--- config.mk ---
export PLATFORM = sky130hd
export DESIGN_NAME = sbit_frame_transmitter
export DESIGN_NICKNAME = d
export VERILOG_FILES = /design/src/rtl/sbit_frame_transmitter.sv
export SDC_FILE = /design/constraint.sdc
export NUM_CORES = 1
export LEC_CHECK = 0
export ABC_AREA = 1
export ABC_CLOCK_PERIOD_IN_PS = 4100
export CORE_MARGIN = 10
export CORE_UTILIZATION = 50
export CTS_BUF_LIST = sky130_fd_sc_hd__clkbuf_8
export CTS_CLUSTER_SIZE = 20
export DETAILED_ROUTE_END_ITERATION = 8
export GPL_ROUTABILITY_DRIVEN = 0
export GPL_TIMING_DRIVEN = 0
export PLACE_DENSITY = 0.69
export RECOVER_POWER = 100
export SETUP_SLACK_MARGIN = 0.05
export SLEW_MARGIN = 40
export SYNTH_ARGS = -nofsm -noshare
export SYNTH_HDL_FRONTEND = slang
export SYNTH_SLANG_ARGS = --single-unit
--- constraint.sdc ---
create_clock -name clock -period 4.1 [get_ports clock]
set_clock_uncertainty 0.05 [all_clocks]
set_input_delay 1.025 -clock clock [delete_from_list [all_inputs] [get_ports clock]]
set_output_delay 1.025 -clock clock [all_outputs]
set_load 0.005 [all_outputs]
--- src/rtl/sbit_frame_transmitter.sv ---
// VFAT3-style S-bit frame transmitter: pattern mux, bunch-crossing delay line and
// per-lane bit-slip, producing 8-bit serializer words for 8:1 OSERDES lanes.
module sbit_frame_transmitter #(
    parameter int         MXLANES   = 8,
    parameter int         MXDELAY   = 8,
    parameter logic [6:0] PRBS_SEED = 7'h7F
) (
    input  logic                 clock,
    input  logic                 reset,
    input  logic                 enable,
    input  logic [1:0]           mode,
    input  logic [MXLANES-1:0]   lane_mask,
    input  logic [2:0]           delay,
    input  logic [2:0]           bitslip,
    input  logic [MXLANES*8-1:0] sbits_in,
    output logic [MXLANES*8-1:0] tx_words,
    output logic [7:0]           sof_word,
    output logic [15:0]          frame_cnt
);

    localparam int FW = MXLANES * 8;

    typedef logic [FW-1:0] frame_t;

    logic [15:0]        r_frame_cnt;
    logic [6:0]         r_prbs;
    logic [6:0]         w_prbs_state;
    logic [7:0]         w_prbs_byte;
    logic [6:0]         w_prbs_next;
    frame_t             w_onehot;
    frame_t             w_pat;

    frame_t             r_pat_p0;
    logic               r_vld_p0;

    frame_t             r_dly_p1 [MXDELAY];
    logic [MXDELAY-1:0] r_vld_dly_p1;
    frame_t             w_tap;
    logic               w_tap_vld;

    frame_t             w_cur;
    frame_t             w_slip;
    logic [7:0]         w_sof_cur;
    logic [7:0]         w_sof_slip;
    frame_t             r_prev_p2;
    frame_t             r_tx_p2;
    logic [7:0]         r_sof_prev_p2;
    logic [7:0]         r_sof_p2;

    // Eight PRBS7 (x^7+x^6+1) steps; returns {next state, bits in generation order}.
    function automatic logic [14:0] prbs_step8(input logic [6:0] seed);
        logic [6:0] st;
        logic [7:0] bits;
        logic       nb;
        st   = seed;
        bits = '0;
        for (int i = 0; i < 8; i++) begin
            nb      = st[6] ^ st[5];
            bits[i] = nb;
            st      = {st[5:0], nb};
        end
        return {st, bits};
    endfunction

    // Slot t of the result is stream[8+t-k] of the stream {cur, prev}.
    function automatic logic [7:0] slip8(input logic [7:0] cur, input logic [7:0] prev,
                                         input logic [2:0] k);
        logic [15:0] s;
        s = {cur, prev} >> (5'd8 - {2'b00, k});
        return s[7:0];
    endfunction

    assign {w_prbs_state, w_prbs_byte} = prbs_step8(r_prbs);
    assign w_onehot = frame_t'(1) << r_frame_cnt[5:0];

    always_comb begin
        w_pat       = '0;
        w_prbs_next = r_prbs;
        if (enable) begin
            unique case (mode)
                2'd0: w_pat = sbits_in;
                2'd1: begin
                    w_pat       = {MXLANES{w_prbs_byte}};
                    w_prbs_next = w_prbs_state;
                end
                2'd2: w_pat = w_onehot;
                default: w_pat = {MXLANES{r_frame_cnt[7:0]}};
            endcase
        end
    end

    // Stage 2 boundary: tap select on the delay line
    assign w_tap     = r_dly_p1[delay];
    assign w_tap_vld = r_vld_dly_p1[delay];

    // Stage 3 boundary: masking happens before the previous-frame register sees the word
    always_comb begin
        w_cur  = '0;
        w_slip = '0;
        for (int l = 0; l < MXLANES; l++) begin
            w_cur[l*8 +: 8]  = lane_mask[l] ? 8'h00 : w_tap[l*8 +: 8];
            w_slip[l*8 +: 8] = slip8(w_cur[l*8 +: 8], r_prev_p2[l*8 +: 8], bitslip);
        end
    end

    assign w_sof_cur  = {7'd0, w_tap_vld};
    assign w_sof_slip = slip8(w_sof_cur, r_sof_prev_p2, bitslip);

    always_ff @(posedge clock) begin
        if (reset) begin
            r_frame_cnt   <= '0;
            r_prbs        <= PRBS_SEED;
            r_pat_p0      <= '0;
            r_vld_p0      <= 1'b0;
            r_vld_dly_p1  <= '0;
            for (int i = 0; i < MXDELAY; i++) begin
                r_dly_p1[i] <= '0;
            end
            r_prev_p2     <= '0;
            r_tx_p2       <= '0;
            r_sof_prev_p2 <= '0;
            r_sof_p2      <= '0;
        end else begin
            if (enable) begin
                r_frame_cnt <= r_frame_cnt + 16'd1;
            end
            r_prbs        <= w_prbs_next;
            r_pat_p0      <= w_pat;
            r_vld_p0      <= enable;
            r_dly_p1[0]   <= r_pat_p0;
            for (int i = 1; i < MXDELAY; i++) begin
                r_dly_p1[i] <= r_dly_p1[i-1];
            end
            r_vld_dly_p1  <= {r_vld_dly_p1[MXDELAY-2:0], r_vld_p0};
            r_prev_p2     <= w_cur;
            r_tx_p2       <= w_slip;
            r_sof_prev_p2 <= w_sof_cur;
            r_sof_p2      <= w_sof_slip;
        end
    end

    assign tx_words  = r_tx_p2;
    assign sof_word  = r_sof_p2;
    assign frame_cnt = r_frame_cnt;

endmodule

==> results of run 1 <==
what timing repair did:
item / CTS / global route
resized for setup: 3 / 7
setup endpoints to repair: 35 / 55
gates cloned: 0 / 0
flip-flops by register name, indices dropped and copies added, names as in the netlist:
| name | flops |
|---|---|
| r_prbs | 7 |
| r_vld_dly_p1 | 8 |
| r_pat_p0 | 64 |
| tx_words | 64 |
| r_sof_prev_p2 | 1 |
| r_vld_p0 | 1 |
| frame_cnt | 16 |
| r_prev_p2 | 64 |
| r_dly_p1 | 512 |
| sof_word | 8 |
tightest hold or removal path, cell delays in order (launching register included):
cell	delay [ns]
dfxtp_1	0.31
inv_1	0.05
nor2_1	0.03
area by class of cell:
cell class                 instances  area (um^2)  share of cell area (%)
antenna                            1        2.502                0.006877
buffer                           282         1189                   3.267
sequential                       745        14910                   40.99
clock buffer                     154         2120                   5.825
timing repair buffer             167         1672                   4.594
clock inverter                    50        217.7                  0.5983
inverter                         726         2725                   7.489
multi-input combinational       2709        12500                   34.35
tap                              837         1047                   2.878
per-stage QoR:
step / instance area, um^2 / worst slack (ns)
3_3_place_gp: 34060 / -0.8314
3_5_place_dp: 34070 / -0.8343
5_1_grt: 36390 / 0.1232
2_1_floorplan: 31340 / 0.7182
6_report: 36390 / 0.1289
4_1_cts: 36410 / 0.2091
placed cells by master, fill, tap and decap left out, types with 3 or more instances in the layout:
cell / Yosys / final
nand2_1: 830 / 830
inv_1: 722 / 764
dfxtp_1: 745 / 745
nor2_1: 686 / 686
nand3_1: 666 / 666
clkbuf_1: 159 / 163
clkbuf_8: 0 / 154
o21ai_0: 113 / 114
nand4_1: 112 / 112
dlygate4sd3_1: 0 / 91
a21oi_1: 83 / 83
clkdlybuf4s50_1: 0 / 76
buf_2: 78 / 75
o211ai_1: 63 / 63
mux2i_1: 32 / 32
o31ai_1: 30 / 30
buf_1: 40 / 28
o2bb2ai_1: 16 / 16
nor3_1: 10 / 12
clkbuf_2: 0 / 11
a221o_1: 11 / 11
xnor2_1: 7 / 7
nand3b_1: 7 / 7
a31oi_1: 7 / 7
ha_1: 7 / 7
a32oi_1: 5 / 5
a22oi_1: 5 / 5
clkinv_2: 0 / 5
buf_4: 4 / 4
a41oi_1: 4 / 4
nor2_2: 3 / 3
metal layers:
metal	global-route usage [%]	routed length, um	vias up
met5	0	0	-
met4	21.98	9917	0
met3	11.81	18690	565
met2	49.30	51290	2496
met1	41.17	47340	14274
li1	-	-	14563
final timing paths:
path	endpoint	slack (ns)
setup / recovery	tx_words[49]$_SDFF_PP0_	0.13
hold / removal	r_dly_p1[3][25]$_SDFF_PP0_	0.34
setup reg to reg	frame_cnt[15]$_SDFFE_PP0P_	1.70
hold reg to reg	r_dly_p1[3][25]$_SDFF_PP0_	0.34
kinds of logic (layout without fill, tap and decap cells):
family	count (synthesis)	after routing	share of synthesized area [%]
adder cells (fa/ha/maj)	7	7	0.2794
buffers and inverters	1008	1379	12.46
XOR/XNOR	9	9	0.2515
multiplexers	32	32	1.022
AO/OA/AOI/OAI	343	343	6.815
flip-flops	745	745	47.59
other	0	1	0
AND/OR/NAND/NOR	2318	2318	31.59
report_power, final:
group / total [W] / switching (W) / internal, W
sequential: 0.00745 / 0.0000621 / 0.00739
combinational: 0.00220 / 0.00160 / 0.000605
clock: 0.00629 / 0.00297 / 0.00332
==> summary.txt, run 1 <==
Hold path
  – Number of cells on the worst hold path: 2
  – Startpoint of the worst hold path: r_dly_p1[2][25]$_SDFF_PP0_
  – Worst min-delay path class: flip-flop to flip-flop

Floorplanning
  – Die Ht: 270.4 um
  – Total number of placement rows: 91
  – Horizontal extent of the die: 270.4 um
  – Core footprint: 61,940 um^2
  – Num ports: 171
  – Die outline area: 73,100 um^2
  – Initial Utilization: 50.60%

Logic synthesis
  – Area leader, netlist: dfxtp_1
  – Synth Cell Area: 31,340 um^2
  – Number of warnings printed during yosys synthesis: 0
  – Total of flip-flops plus latches after synthesis: 745
  – Number of flops mapped to enable cells by yosys: 0
  – Instance count of the mapped netlist: 4,462
  – Per-instance average area after synthesis: 7.024 um^2
  – Most frequently used flop master after synthesis: dfxtp_1
  – Net count of the mapped netlist: 4,552
  – Distinct cell type count of the synthesized netlist: 36
  – Top-area cell type share of the netlist area: 47.59%
  – Top-count cell post-synth: nand2_1
  – Post-synthesis sequential area ratio: 47.59%
  – Synth area leaders: dfxtp_1, nand3_1, nand2_1
  – Cell types with the highest counts after synthesis: nand2_1, dfxtp_1, inv_1, nor2_1, nand3_1
  – Share of flip-flops with an asynchronous set or reset after synthesis: 0%

Pwr
  – Pwr/cell area: 438.1 nW/um^2
  – Leakage Power: 16.41 nW
  – Worst ir drop on vdd: 0.2693 mV
  – Total power draw: 0.01594 W

Route
  – Wirelength, routed: 127.2 mm
  – Post-DR wirelength/cell: 22.44 um
  – Antenna viol nets, final: 0
  – Average via count per standard cell: 5.625
  – Via count: 31,898
  – Count of unresolved DRC violations after routing: 27
  – Starting DRT DRC Count: 5,589
  – Drt pass-1 iters: 9

Layout
  – Count of placed standard cells in the final layout, fillers left out: 5,671
  – Total number of nets in the final design: 4,837
  – Utilization after layout: 58.75%
  – FILL cells: 5,940
  – Layout overhead on the synthesized area: 16.10%
  – Proportion of layout cells with a drive suffix above 1: 5.400%

CTS
  – Number of H-tree branching levels: 3
  – TritonCTS Sinks: 745
  – Cts hold-fix bufs: 0
  – Total CTS buffers: 116
  – Number of buffers on the longest clock path: 3
  – Clock root cell: clkbuf_8
  – CTS tree: done
  – Post-CTS Setup Bufs: 0
  – Clock latency on the worst-skew pair: 0.78 ns
  – Clock-pin transition on the worst setup and hold timing paths: 0.06 ns

STA
  – Setup repair after global routing missed its margin: false
  – WHS: 0.3392 ns
  – Final Cycle Share: 96.86%
  – Max_slew headroom: 10.56%
  – Achievable frequency: 0.2518 GHz
  – Slew at the pin with the worst max-slew slack: 1.342 ns
  – Number of pins exceeding their max-slew limit in the final report: 0
  – Number of endpoints with negative hold slack in the final report: 0
  – Number of failing setup endpoints in the final timing report: 0
  – Aggregate negative setup slack: 0 ns
  – Minimum clock period after layout: 3.971 ns

Global route
  – Global routing usage summed across all routing layers: 33.59%
  – Maximum number of pins on one net before global-route repair: 16
  – Total congestion overflow after global routing: 0
  – First-pass GRT wire length: 185.4 mm
  – Vias in the first global route: 29,930
  – Antenna violations before repair: 2

Worst setup path
  – Cell family with the largest share of critical-path delay: buffers and inverters
  – CP max-delay cell: clkbuf_1
  – Arr. time, crit path: 4.54 ns
  – Buffers and inverters on the worst path: 8
  – Critical register-to-register path startpoint: frame_cnt[2]$_SDFFE_PP0P_
  – CP dominant cell by count: clkbuf_1
  – Timing startpoint of the critical path: bitslip[0]
  – Crit path launch type: input port
  – Number of stages on the worst setup path: 14
  – CP max stage delay: 0.68 ns
  – Cell-by-cell trace of the critical path: buf_2 > inv_1 > clkbuf_2 > clkbuf_2 > ha_1 > clkbuf_1 > inv_1 > clkbuf_1 > clkbuf_1 > nand2_1 > nand3_1 > nand2_1 > nor2_1 > nor2_1
  – Reg2Reg Depth: 9
  – Highest fanout seen on the critical path: 10
  – Kind of critical path: input port to flip-flop
  – Data required, critical path: 4.66 ns
  – Crit path capture type: flip-flop

Placed design
  – Inst Count DP: 5,466
  – Estimated wirelength of the detail-placed design: 96.42 mm
  – Buffers on Ports: 167

Status
  – Outcome: complete, but fails checks
  – Violations in the final reports: design-rule violations

Flow run
  – Count of maximum capacitance violations: 0
No activity file was read; power rests on OpenSTA's default activity.
==> run 2: changes to the inputs <==
--- a/config.mk
+++ b/config.mk
@@ -12,9 +12,9 @@
 export CTS_BUF_LIST = sky130_fd_sc_hd__clkbuf_8
 export CTS_CLUSTER_SIZE = 20
 export DETAILED_ROUTE_END_ITERATION = 8
+export DONT_BUFFER_PORTS = 1
 export GPL_ROUTABILITY_DRIVEN = 0
 export GPL_TIMING_DRIVEN = 0
-export PLACE_DENSITY = 0.69
 export RECOVER_POWER = 100
 export SETUP_SLACK_MARGIN = 0.05
 export SLEW_MARGIN = 40
==> summary.txt, run 2 (synthesis gave the netlist of run 1 again) <==
Status
  – Outcome: complete, but fails checks (unchanged)
  – Violations in the final reports: design-rule violations, negative setup slack (was design-rule violations)

STA
  – Achievable frequency: 0.2417 GHz (was 0.2518 GHz)
  – Aggregate negative setup slack: -0.03743 ns (was 0 ns)
  – Number of endpoints with negative hold slack in the final report: 0 (unchanged)
  – Setup repair after global routing missed its margin: false (unchanged)
  – Worst setup margin: -0.03743 ns (was 0.1289 ns)
  – Final Cycle Share: 100.9% (was 96.86%)
  – Number of failing setup endpoints in the final timing report: 1 (was 0)
  – Slew at the pin with the worst max-slew slack: 1.263 ns (was 1.342 ns)
  – Number of pins exceeding their max-slew limit in the final report: 0 (unchanged)
  – Max_slew headroom: 15.81% (was 10.56%)
  – Minimum clock period after layout: 4.137 ns (was 3.971 ns)

Global route
  – First-pass GRT wire length: 188.1 mm (was 185.4 mm)
  – Vias in the first global route: 28,710 (was 29,930)
  – Total congestion overflow after global routing: 0 (unchanged)
  – Global routing usage summed across all routing layers: 34.61% (was 33.59%)
  – Maximum number of pins on one net before global-route repair: 18 (was 16)
  – Antenna violations before repair: 6 (was 2)

Layout
  – Most frequent standard cell in the layout excluding fill and tap cells: nand2_1 (unchanged)
  – Max FFs per register: 512 (unchanged)
  – Total number of nets in the final design: 4,676 (was 4,837)
  – Layout overhead on the synthesized area: 11.20% (was 16.10%)
  – Most frequent cells in the layout: nand2_1, inv_1, dfxtp_1 (unchanged)
  – Count of placed standard cells in the final layout, fillers left out: 5,520 (was 5,671)
  – Largest register by flop count: r_dly_p1 (unchanged)
  – Proportion of layout cells with a drive suffix above 1: 5.814% (was 5.400%)

CTS
  – Total CTS buffers: 120 (was 116)
  – Post-CTS Setup Bufs: 0 (unchanged)
  – Cts hold-fix bufs: 0 (unchanged)
  – CTS tree: done (unchanged)
  – Clock root cell: clkbuf_8 (unchanged)
  – Clock-pin transition on the worst setup and hold timing paths: 0.06 ns (about the same)
  – Clock latency on the worst-skew pair: 0.78 ns (about the same)
  – Number of H-tree branching levels: 3 (unchanged)
  – TritonCTS Sinks: 745 (unchanged)
  – Number of buffers on the longest clock path: 3 (unchanged)

Placed design
  – Buffers on Ports: 0 (was 167)
  – Estimated wirelength of the detail-placed design: 99.79 mm (was 96.42 mm)
  – Inst Count DP: 5,301 (was 5,466)

Route
  – Antenna viol nets, final: 0 (unchanged)
  – Post-DR wirelength/cell: 23.88 um (was 22.44 um)
  – Count of unresolved DRC violations after routing: 19 (was 27)
  – Average via count per standard cell: 5.639 (was 5.625)
  – Via count: 31,129 (was 31,898)
  – Starting DRT DRC Count: 4,513 (was 5,589)
  – Drt pass-1 iters: 9 (unchanged)
  – Wirelength, routed: 131.8 mm (was 127.2 mm)

Floorplanning
  – Die outline area: 73,100 um^2 (unchanged)
  – Horizontal extent of the die: 270.4 um (unchanged)
  – Initial Utilization: 50.60% (unchanged)
  – Core footprint: 61,940 um^2 (unchanged)
  – Num ports: 171 (unchanged)
  – Total number of placement rows: 91 (unchanged)
  – Die Ht: 270.4 um (unchanged)

Worst setup path
  – Arr. time, crit path: 4.72 ns (was 4.54 ns)
  – CP max stage delay: 0.77 ns (was 0.68 ns)
  – Kind of critical path: input port to flip-flop (unchanged)
  – CP max-delay cell: clkbuf_1 (unchanged)
  – Cell family with the largest share of critical-path delay: buffers and inverters (unchanged)
  – Crit path capture type: flip-flop (unchanged)
  – Buffers and inverters on the worst path: 8 (unchanged)
  – Highest fanout seen on the critical path: 10 (unchanged)
  – Crit path launch type: input port (unchanged)
  – Cell-by-cell trace of the critical path: buf_2 > inv_1 > clkbuf_2 > clkbuf_2 > ha_1 > clkbuf_1 > clkbuf_1 > clkbuf_1 > nand3_1 > nand3_1 > nand3_1 > nand2_1 > inv_1 (was buf_2 > inv_1 > clkbuf_2 > clkbuf_2 > ha_1 > clkbuf_1 > inv_1 > clkbuf_1 > clkbuf_1 > nand2_1 > nand3_1 > nand2_1 > nor2_1 > nor2_1)
  – Data required, critical path: 4.69 ns (was 4.66 ns)

Flow run
  – Count of maximum capacitance violations: 0 (unchanged)

Pwr
  – Worst ir drop on vdd: 0.2153 mV (was 0.2693 mV)
  – Leakage Power: 15.64 nW (was 16.41 nW)
  – Pwr/cell area: 459.7 nW/um^2 (was 438.1 nW/um^2)

Hold path
  – Worst min-delay path class: input port to flip-flop (was flip-flop to flip-flop)
## run 2: path summary, 6_finish.rpt
| path | start | endpoint | slack, ns | cells after the start |
|---|---|---|---|---|
| max | bitslip[0] | tx_words[22]$_SDFF_PP0_ | -0.04 | 13 |
| min | enable | frame_cnt[2]$_SDFFE_PP0P_ | 0.31 | 1 |
| max reg2reg | frame_cnt[3]$_SDFFE_PP0P_ | frame_cnt[11]$_SDFFE_PP0P_ | 1.40 | 9 |
| min reg2reg | r_pat_p0[40]$_SDFF_PP0_ | r_dly_p1[0][40]$_SDFF_PP0_ | 0.34 | 2 |
## run 2: final cells by class
cell class	count	area, um^2
sequential	745	14910
clock buffer	145	1996
inverter	726	2725
antenna	5	12.51
multi-input combinational	2709	12510
clock inverter	69	430.4
tap	837	1047
fill	6284	27090
buffer	282	1196
timing repair buffer	2	15.01
## run 2: timing repair
item,4_1_cts,5_1_grt
setup endpoints to repair,0,65
resized for setup,0,11
hold endpoints to repair,0,0
## run 2: stage by stage
stage	cell area [um^2]	utilization, %	total power, W	setup slack [ns]	hold WS (ns)
3_3_place_gp	32390	52.29	0.009538	-1.056	0.3416
3_5_place_dp	32420	52.35	0.009540	-0.7259	0.3451
4_1_cts	34850	56.27	0.01589	0.05293	0.2703
2_1_floorplan	31340	-	0.008729	0.7182	0.3383
5_1_grt	34850	56.26	0.01643	0.1163	0.2852
6_report	34850	56.27	0.01602	-0.03743	0.3119
## run 2: where the power goes
part,internal [W],switching (W),total [W]
clock network,0.00344,0.00307,0.00652
logic,0.000462,0.00156,0.00203
registers,0.00739,0.0000889,0.00748
total,0.0113,0.00473,0.0160
## run 2: routing by layer
metal	part of all wire, %	global-route usage [%]	routed length [um]
met1	38	43.36	50330
met5	0.020	0	26
met4	6.9	20.44	9148
met2	42	52.29	55320
met3	13	9.975	17020
